--- config.mk ---
export PLATFORM = sky130hd
export DESIGN_NAME = nibble_serial_add_ctrl
export DESIGN_NICKNAME = d
export VERILOG_FILES = /design/src/rtl/nibble_serial_add_ctrl.sv
export SDC_FILE = /design/constraint.sdc
export NUM_CORES = 1
export LEC_CHECK = 0
export ABC_AREA = 1
export ABC_CLOCK_PERIOD_IN_PS = 3200
export BUFFER_PORTS_ARGS = -buffer_cell sky130_fd_sc_hd__buf_2
export CORE_MARGIN = 1
export CORE_UTILIZATION = 50
export CTS_BUF_LIST = sky130_fd_sc_hd__clkbuf_2
export DETAILED_ROUTE_END_ITERATION = 8
export PLACE_DENSITY = 0.77
export SYNTH_ARGS = -nofsm -noshare
export SYNTH_HDL_FRONTEND = slang
export SYNTH_SLANG_ARGS = --single-unit
--- constraint.sdc ---
create_clock -name clk -period 3.2 [get_ports clk]
set_clock_uncertainty 0.1 [all_clocks]
set_input_delay 0.64 -clock clk [delete_from_list [all_inputs] [get_ports clk]]
set_output_delay 0.64 -clock clk [all_outputs]
set_load 0.01 [all_outputs]
--- src/rtl/nibble_serial_add_ctrl.sv ---
// Multi-word adder that reuses one 4-bit ripple slice over WIDTH/4 cycles, with the carry held in a register between nibbles.
// Defining NIBBLE_SERIAL_SUB_EN adds the op_sub port, which selects a - b instead of a + b + cin.

module ripple_adder_4bit_dataflow (
    input  logic [3:0] a,
    input  logic [3:0] b,
    input  logic       cin,
    output logic [3:0] sum,
    output logic       cout
);
    logic [3:0] w_g;
    logic [3:0] w_p;
    logic [4:0] w_c;

    assign w_g    = a & b;
    assign w_p    = a ^ b;
    assign w_c[0] = cin;
    assign w_c[1] = w_g[0] | (w_p[0] & w_c[0]);
    assign w_c[2] = w_g[1] | (w_p[1] & w_c[1]);
    assign w_c[3] = w_g[2] | (w_p[2] & w_c[2]);
    assign w_c[4] = w_g[3] | (w_p[3] & w_c[3]);
    assign sum    = w_p ^ w_c[3:0];
    assign cout   = w_c[4];
endmodule

module nibble_serial_add_ctrl #(
    parameter int WIDTH = 16
) (
    input  logic             clk,
    input  logic             rst,
    input  logic             in_valid,
    output logic             in_ready,
    input  logic [WIDTH-1:0] a,
    input  logic [WIDTH-1:0] b,
    input  logic             cin,
`ifdef NIBBLE_SERIAL_SUB_EN
    input  logic             op_sub,
`endif
    output logic             out_valid,
    input  logic             out_ready,
    output logic [WIDTH-1:0] sum,
    output logic             cout,
    output logic             busy
);
    localparam int NIBBLES = WIDTH / 4;
    localparam int IDX_W   = (NIBBLES > 1) ? $clog2(NIBBLES) : 1;
    localparam logic [IDX_W-1:0] LAST_IDX = IDX_W'(NIBBLES - 1);

    if (((WIDTH % 4) != 0) || (WIDTH < 8)) begin : g_bad_width
        $error("nibble_serial_add_ctrl: WIDTH must be a multiple of 4 and >= 8");
    end

    typedef enum logic [1:0] {
        S_IDLE = 2'd0,
        S_RUN  = 2'd1,
        S_DONE = 2'd2
    } state_t;

    state_t           r_state;
    logic [WIDTH-1:0] r_a;
    logic [WIDTH-1:0] r_b;
    logic [WIDTH-1:0] r_sum;
    logic [IDX_W-1:0] r_idx;
    logic             r_carry;
    logic             r_cout;
    logic             r_out_valid;
    logic             r_in_ready;
    logic             r_busy;

    logic [WIDTH-1:0] w_b_eff;
    logic             w_cin_eff;
    logic [3:0]       w_slice_a;
    logic [3:0]       w_slice_b;
    logic [3:0]       w_slice_sum;
    logic             w_slice_cout;

    // Operand B and initial carry as they will be latched on accept (subtract = a + ~b + 1).
    always_comb begin
        w_b_eff   = b;
        w_cin_eff = cin;
`ifdef NIBBLE_SERIAL_SUB_EN
        if (op_sub) begin
            w_b_eff   = ~b;
            w_cin_eff = 1'b1;
        end else begin
            w_b_eff   = b;
            w_cin_eff = cin;
        end
`endif
    end

    assign w_slice_a = r_a[4*r_idx +: 4];
    assign w_slice_b = r_b[4*r_idx +: 4];

    ripple_adder_4bit_dataflow u_slice (
        .a    (w_slice_a),
        .b    (w_slice_b),
        .cin  (r_carry),
        .sum  (w_slice_sum),
        .cout (w_slice_cout)
    );

    // Sequencer: accept operands, walk the nibbles low to high, then hold the result until taken.
    always_ff @(posedge clk) begin
        if (rst) begin
            r_state     <= S_IDLE;
            r_a         <= '0;
            r_b         <= '0;
            r_sum       <= '0;
            r_idx       <= '0;
            r_carry     <= 1'b0;
            r_cout      <= 1'b0;
            r_out_valid <= 1'b0;
            r_in_ready  <= 1'b1;
            r_busy      <= 1'b0;
        end else begin
            case (r_state)
                S_IDLE: begin
                    if (in_valid) begin
                        r_a        <= a;
                        r_b        <= w_b_eff;
                        r_carry    <= w_cin_eff;
                        r_sum      <= '0;
                        r_idx      <= '0;
                        r_in_ready <= 1'b0;
                        r_busy     <= 1'b1;
                        r_state    <= S_RUN;
                    end else begin
                        r_state <= S_IDLE;
                    end
                end
                S_RUN: begin
                    r_sum[4*r_idx +: 4] <= w_slice_sum;
                    r_carry             <= w_slice_cout;
                    if (r_idx == LAST_IDX) begin
                        r_idx       <= '0;
                        r_cout      <= w_slice_cout;
                        r_out_valid <= 1'b1;
                        r_state     <= S_DONE;
                    end else begin
                        r_idx <= r_idx + IDX_W'(1);
                    end
                end
                S_DONE: begin
                    if (out_ready) begin
                        r_out_valid <= 1'b0;
                        r_in_ready  <= 1'b1;
                        r_busy      <= 1'b0;
                        r_state     <= S_IDLE;
                    end else begin
                        r_state <= S_DONE;
                    end
                end
                default: begin
                    r_out_valid <= 1'b0;
                    r_in_ready  <= 1'b1;
                    r_busy      <= 1'b0;
                    r_idx       <= '0;
                    r_state     <= S_IDLE;
                end
            endcase
        end
    end

    assign in_ready  = r_in_ready;
    assign out_valid = r_out_valid;
    assign busy      = r_busy;
    assign sum       = r_sum;
    assign cout      = r_cout;
endmodule

==> results_dict.tcl <==
set metrics [dict create \
    run_status "finished clean" \
    worst_slew_pin_slew_ns 0.766 \
    number_of_nets_in_the_synthesized_netlist 385 \
    clkSlewWorstSetupHoldPaths_ns 0.16 \
    drt_iter0_drc 69 \
    max-cap-violations 0 \
    hold_viol_final 0 \
    areaGrowthSynthToFinish_pct 14.7 \
    type_of_destination_of_the_critical_path "flop" \
    yosys.area.top_type_share_pct 44.5 \
    core_area_um2 4820 \
    grt_setup_unrepaired "false" \
    finalWeightedCongestion 0.839 \
    grt_start_max_net_pins 51 \
    timing.critical_path.required_ns 3.46 \
    cts_tree "done" \
    fin_tns_setup_ns 0 \
    portBuffers 56 \
    gr-total-overflow 0 \
    dpl.cell_count 448 \
    yosysTopAreaCell "sky130_fd_sc_hd__dfxtp_1" \
    synth.avg_cell_area_um2 7.56 \
    ios 57 \
    grt_antenna_before_repair 0 \
    grt_pass1_vias 2048 \
    final-max-slew-violation-count 0 \
    post_cts.repair.setup_buffers 0 \
    detail_route.drc_violations 0 \
    yosysWarnings 0 \
    die-height_um 73.6 \
    die_x_um 73.6 \
    period_share_pct 93.1 \
    crit_fanout 13 \
    dpl.hpwl_um 3940 \
    path_class "reg2reg" \
    clock_tree.htree_level_count 3 \
    synthCells 339 \
    n_fill_cell 508 \
    clock.fmax_mhz 336 \
    clock_insertion_delay_worst_skew_ns 0.48 \
    final_common_cell "sky130_fd_sc_hd__nor2_1" \
    postSynthRegisterBits 57 \
    synth-seq-area-share_pct 44.5 \
    rows 25 \
    worstPathArrival_ns 3.24 \
    drt-total-wl_um 5430 \
    detail_route.first_pass.iterations 4 \
    synth.lib_cells_used.distinct 21 \
    maxSlewHeadroom_pct 48.9 \
    tritoncts_num_sinks 57 \
    worst_hold_check_path_type "in2reg" \
    antenna-diode-count 0 \
    yosys-top-cells-area "sky130_fd_sc_hd__dfxtp_1, sky130_fd_sc_hd__nor2_1, sky130_fd_sc_hd__o21ai_0" \
    wl_per_cell_um 11.7 \
    die_area_um2 5420 \
    num_vias 2296 \
    timing.final.setup_violations 0 \
    report.power.total_mw 1.46 \
    power.ir.vdd_worst_v 0.000381 \
    finalNetCount 438 \
    final_cell_mix "sky130_fd_sc_hd__nor2_1, sky130_fd_sc_hd__dfxtp_1, sky130_fd_sc_hd__buf_2, sky130_fd_sc_hd__o21ai_0, sky130_fd_sc_hd__nand2_1" \
    initial_core_utilization_pct 53.2 \
    finalCriticalPeriod_ns 2.98 \
    syn-cell-area_um2 2560 \
    grt_pass1_wl_um 9200 \
    post_route_cells_drive_above_1_share_pct 21.7 \
    grtUsageTotal_pct 22.7 \
    finish.utilization_pct 61.0 \
    leakagePower_nw 1.33 \
    layoutNonFillerInstCount 464 \
    cts_max_path_buffers 2 \
    cts_repair_resize_count 0 \
    ctsRootBufferMaster "sky130_fd_sc_hd__clkbuf_2" \
    post_drt_via_cell_ratio 4.95 \
    cts_made_buffers 9 \
    timing.hold.ws_ns 0.298 \
    drt.antenna.violating_nets 0 \
    power.density_cell_area_nw_per_um2 496 \
    cts_hold_repair.buffers 0 \
    crit_path_start_kind "flop" \
]
synth_stat cells:
cell type	n
sky130_fd_sc_hd__a211oi_1	2
sky130_fd_sc_hd__a21oi_1	22
sky130_fd_sc_hd__a21oi_2	1
sky130_fd_sc_hd__buf_2	6
sky130_fd_sc_hd__clkbuf_1	10
sky130_fd_sc_hd__clkbuf_8	2
sky130_fd_sc_hd__dfxtp_1	57
sky130_fd_sc_hd__fa_1	4
sky130_fd_sc_hd__ha_1	5
sky130_fd_sc_hd__inv_1	16
sky130_fd_sc_hd__inv_2	2
sky130_fd_sc_hd__nand2_1	31
sky130_fd_sc_hd__nand2_4	4
sky130_fd_sc_hd__nand3_1	24
sky130_fd_sc_hd__nor2_1	91
sky130_fd_sc_hd__nor2_2	1
sky130_fd_sc_hd__nor2_4	4
sky130_fd_sc_hd__o21a_1	1
sky130_fd_sc_hd__o21ai_0	48
sky130_fd_sc_hd__o22a_1	4
sky130_fd_sc_hd__o22ai_1	4
layer usage:
metal,vias to the layer above,share of wire (%),track usage (%)
met2,51,48,38.0
met4,0,1.2,7.05
met3,7,4.9,8.09
li1,1214,-,-
met5,-,0,0
met1,1024,46,27.1
worst max-delay path: stages, from the launching register on:
cell and delay [ns]:
sky130_fd_sc_hd__dfxtp_1 0.60, sky130_fd_sc_hd__o21ai_0 0.15, sky130_fd_sc_hd__o22ai_1 0.22, sky130_fd_sc_hd__fa_1 0.20, sky130_fd_sc_hd__inv_1 0.05, sky130_fd_sc_hd__fa_1 0.37, sky130_fd_sc_hd__fa_1 0.37, sky130_fd_sc_hd__inv_1 0.08
sky130_fd_sc_hd__fa_1 0.42, sky130_fd_sc_hd__nand2_1 0.11, sky130_fd_sc_hd__nor2_1 0.05, sky130_fd_sc_hd__nand2_1 0.08, sky130_fd_sc_hd__a21oi_2 0.05
flip-flops by register name (all words and copies together) (netlist names):
register   count
r_a           16
sum           16
busy           1
in_ready       1
r_carry        1
r_state        2
out_valid      1
r_b           16
cout           1
r_idx          2
metrics by stage:
| stage | setup WS, ns | cell area [um^2] |
|---|---|---|
| 2_1_floorplan | 0.195 | 2560 |
| 3_3_place_gp | 0.307 | 2860 |
| 3_5_place_dp | 0.255 | 2860 |
| 4_1_cts | 0.218 | 2940 |
| 5_1_grt | 0.00933 | 2940 |
| 6_report | 0.221 | 2940 |
where the power goes:
part           internal (mW)  switching (mW)
combinational          0.113           0.190
clock                  0.100           0.254
sequential             0.766          0.0349
total                  0.978           0.479
cells by family (layout without fill, tap and decap cells):
kind of cell	after synthesis	in the layout	share of synthesized area (%)
buffers and inverters	36	94	6.35
flip-flops	57	57	44.5
AO/OA/AOI/OAI	82	82	17.2
adder cells (fa/ha/maj)	9	9	5.57
AND/OR/NAND/NOR	155	155	26.3
layout make-up:
cell class,instances,area [um^2],share of cell area [%]
clock buffers,11,55.1,1.87
clock inverters,5,22.5,0.766
inverters,18,67.6,2.30
multi-input cells,246,1260,42.8
flip-flops and latches,57,1140,38.8
well taps,67,83.8,2.85
repair buffers,60,310,10.6
worst paths after layout:
path                                        startpoint                     end  slack [ns]  depth (start not counted)
worst max register to register   r_idx[1]$_SDFFE_PP0P_    sum[15]$_SDFFE_PP0P_        0.22                         12
worst max-delay path             r_idx[1]$_SDFFE_PP0P_    sum[15]$_SDFFE_PP0P_        0.22                         12
worst min-delay path                              b[7]     r_b[7]$_SDFFE_PP0P_        0.30                          3
worst min register to register  out_valid$_SDFFE_PP0P_  out_valid$_SDFFE_PP0P_        0.37                          2
No activity file was read; power rests on OpenSTA's default activity.
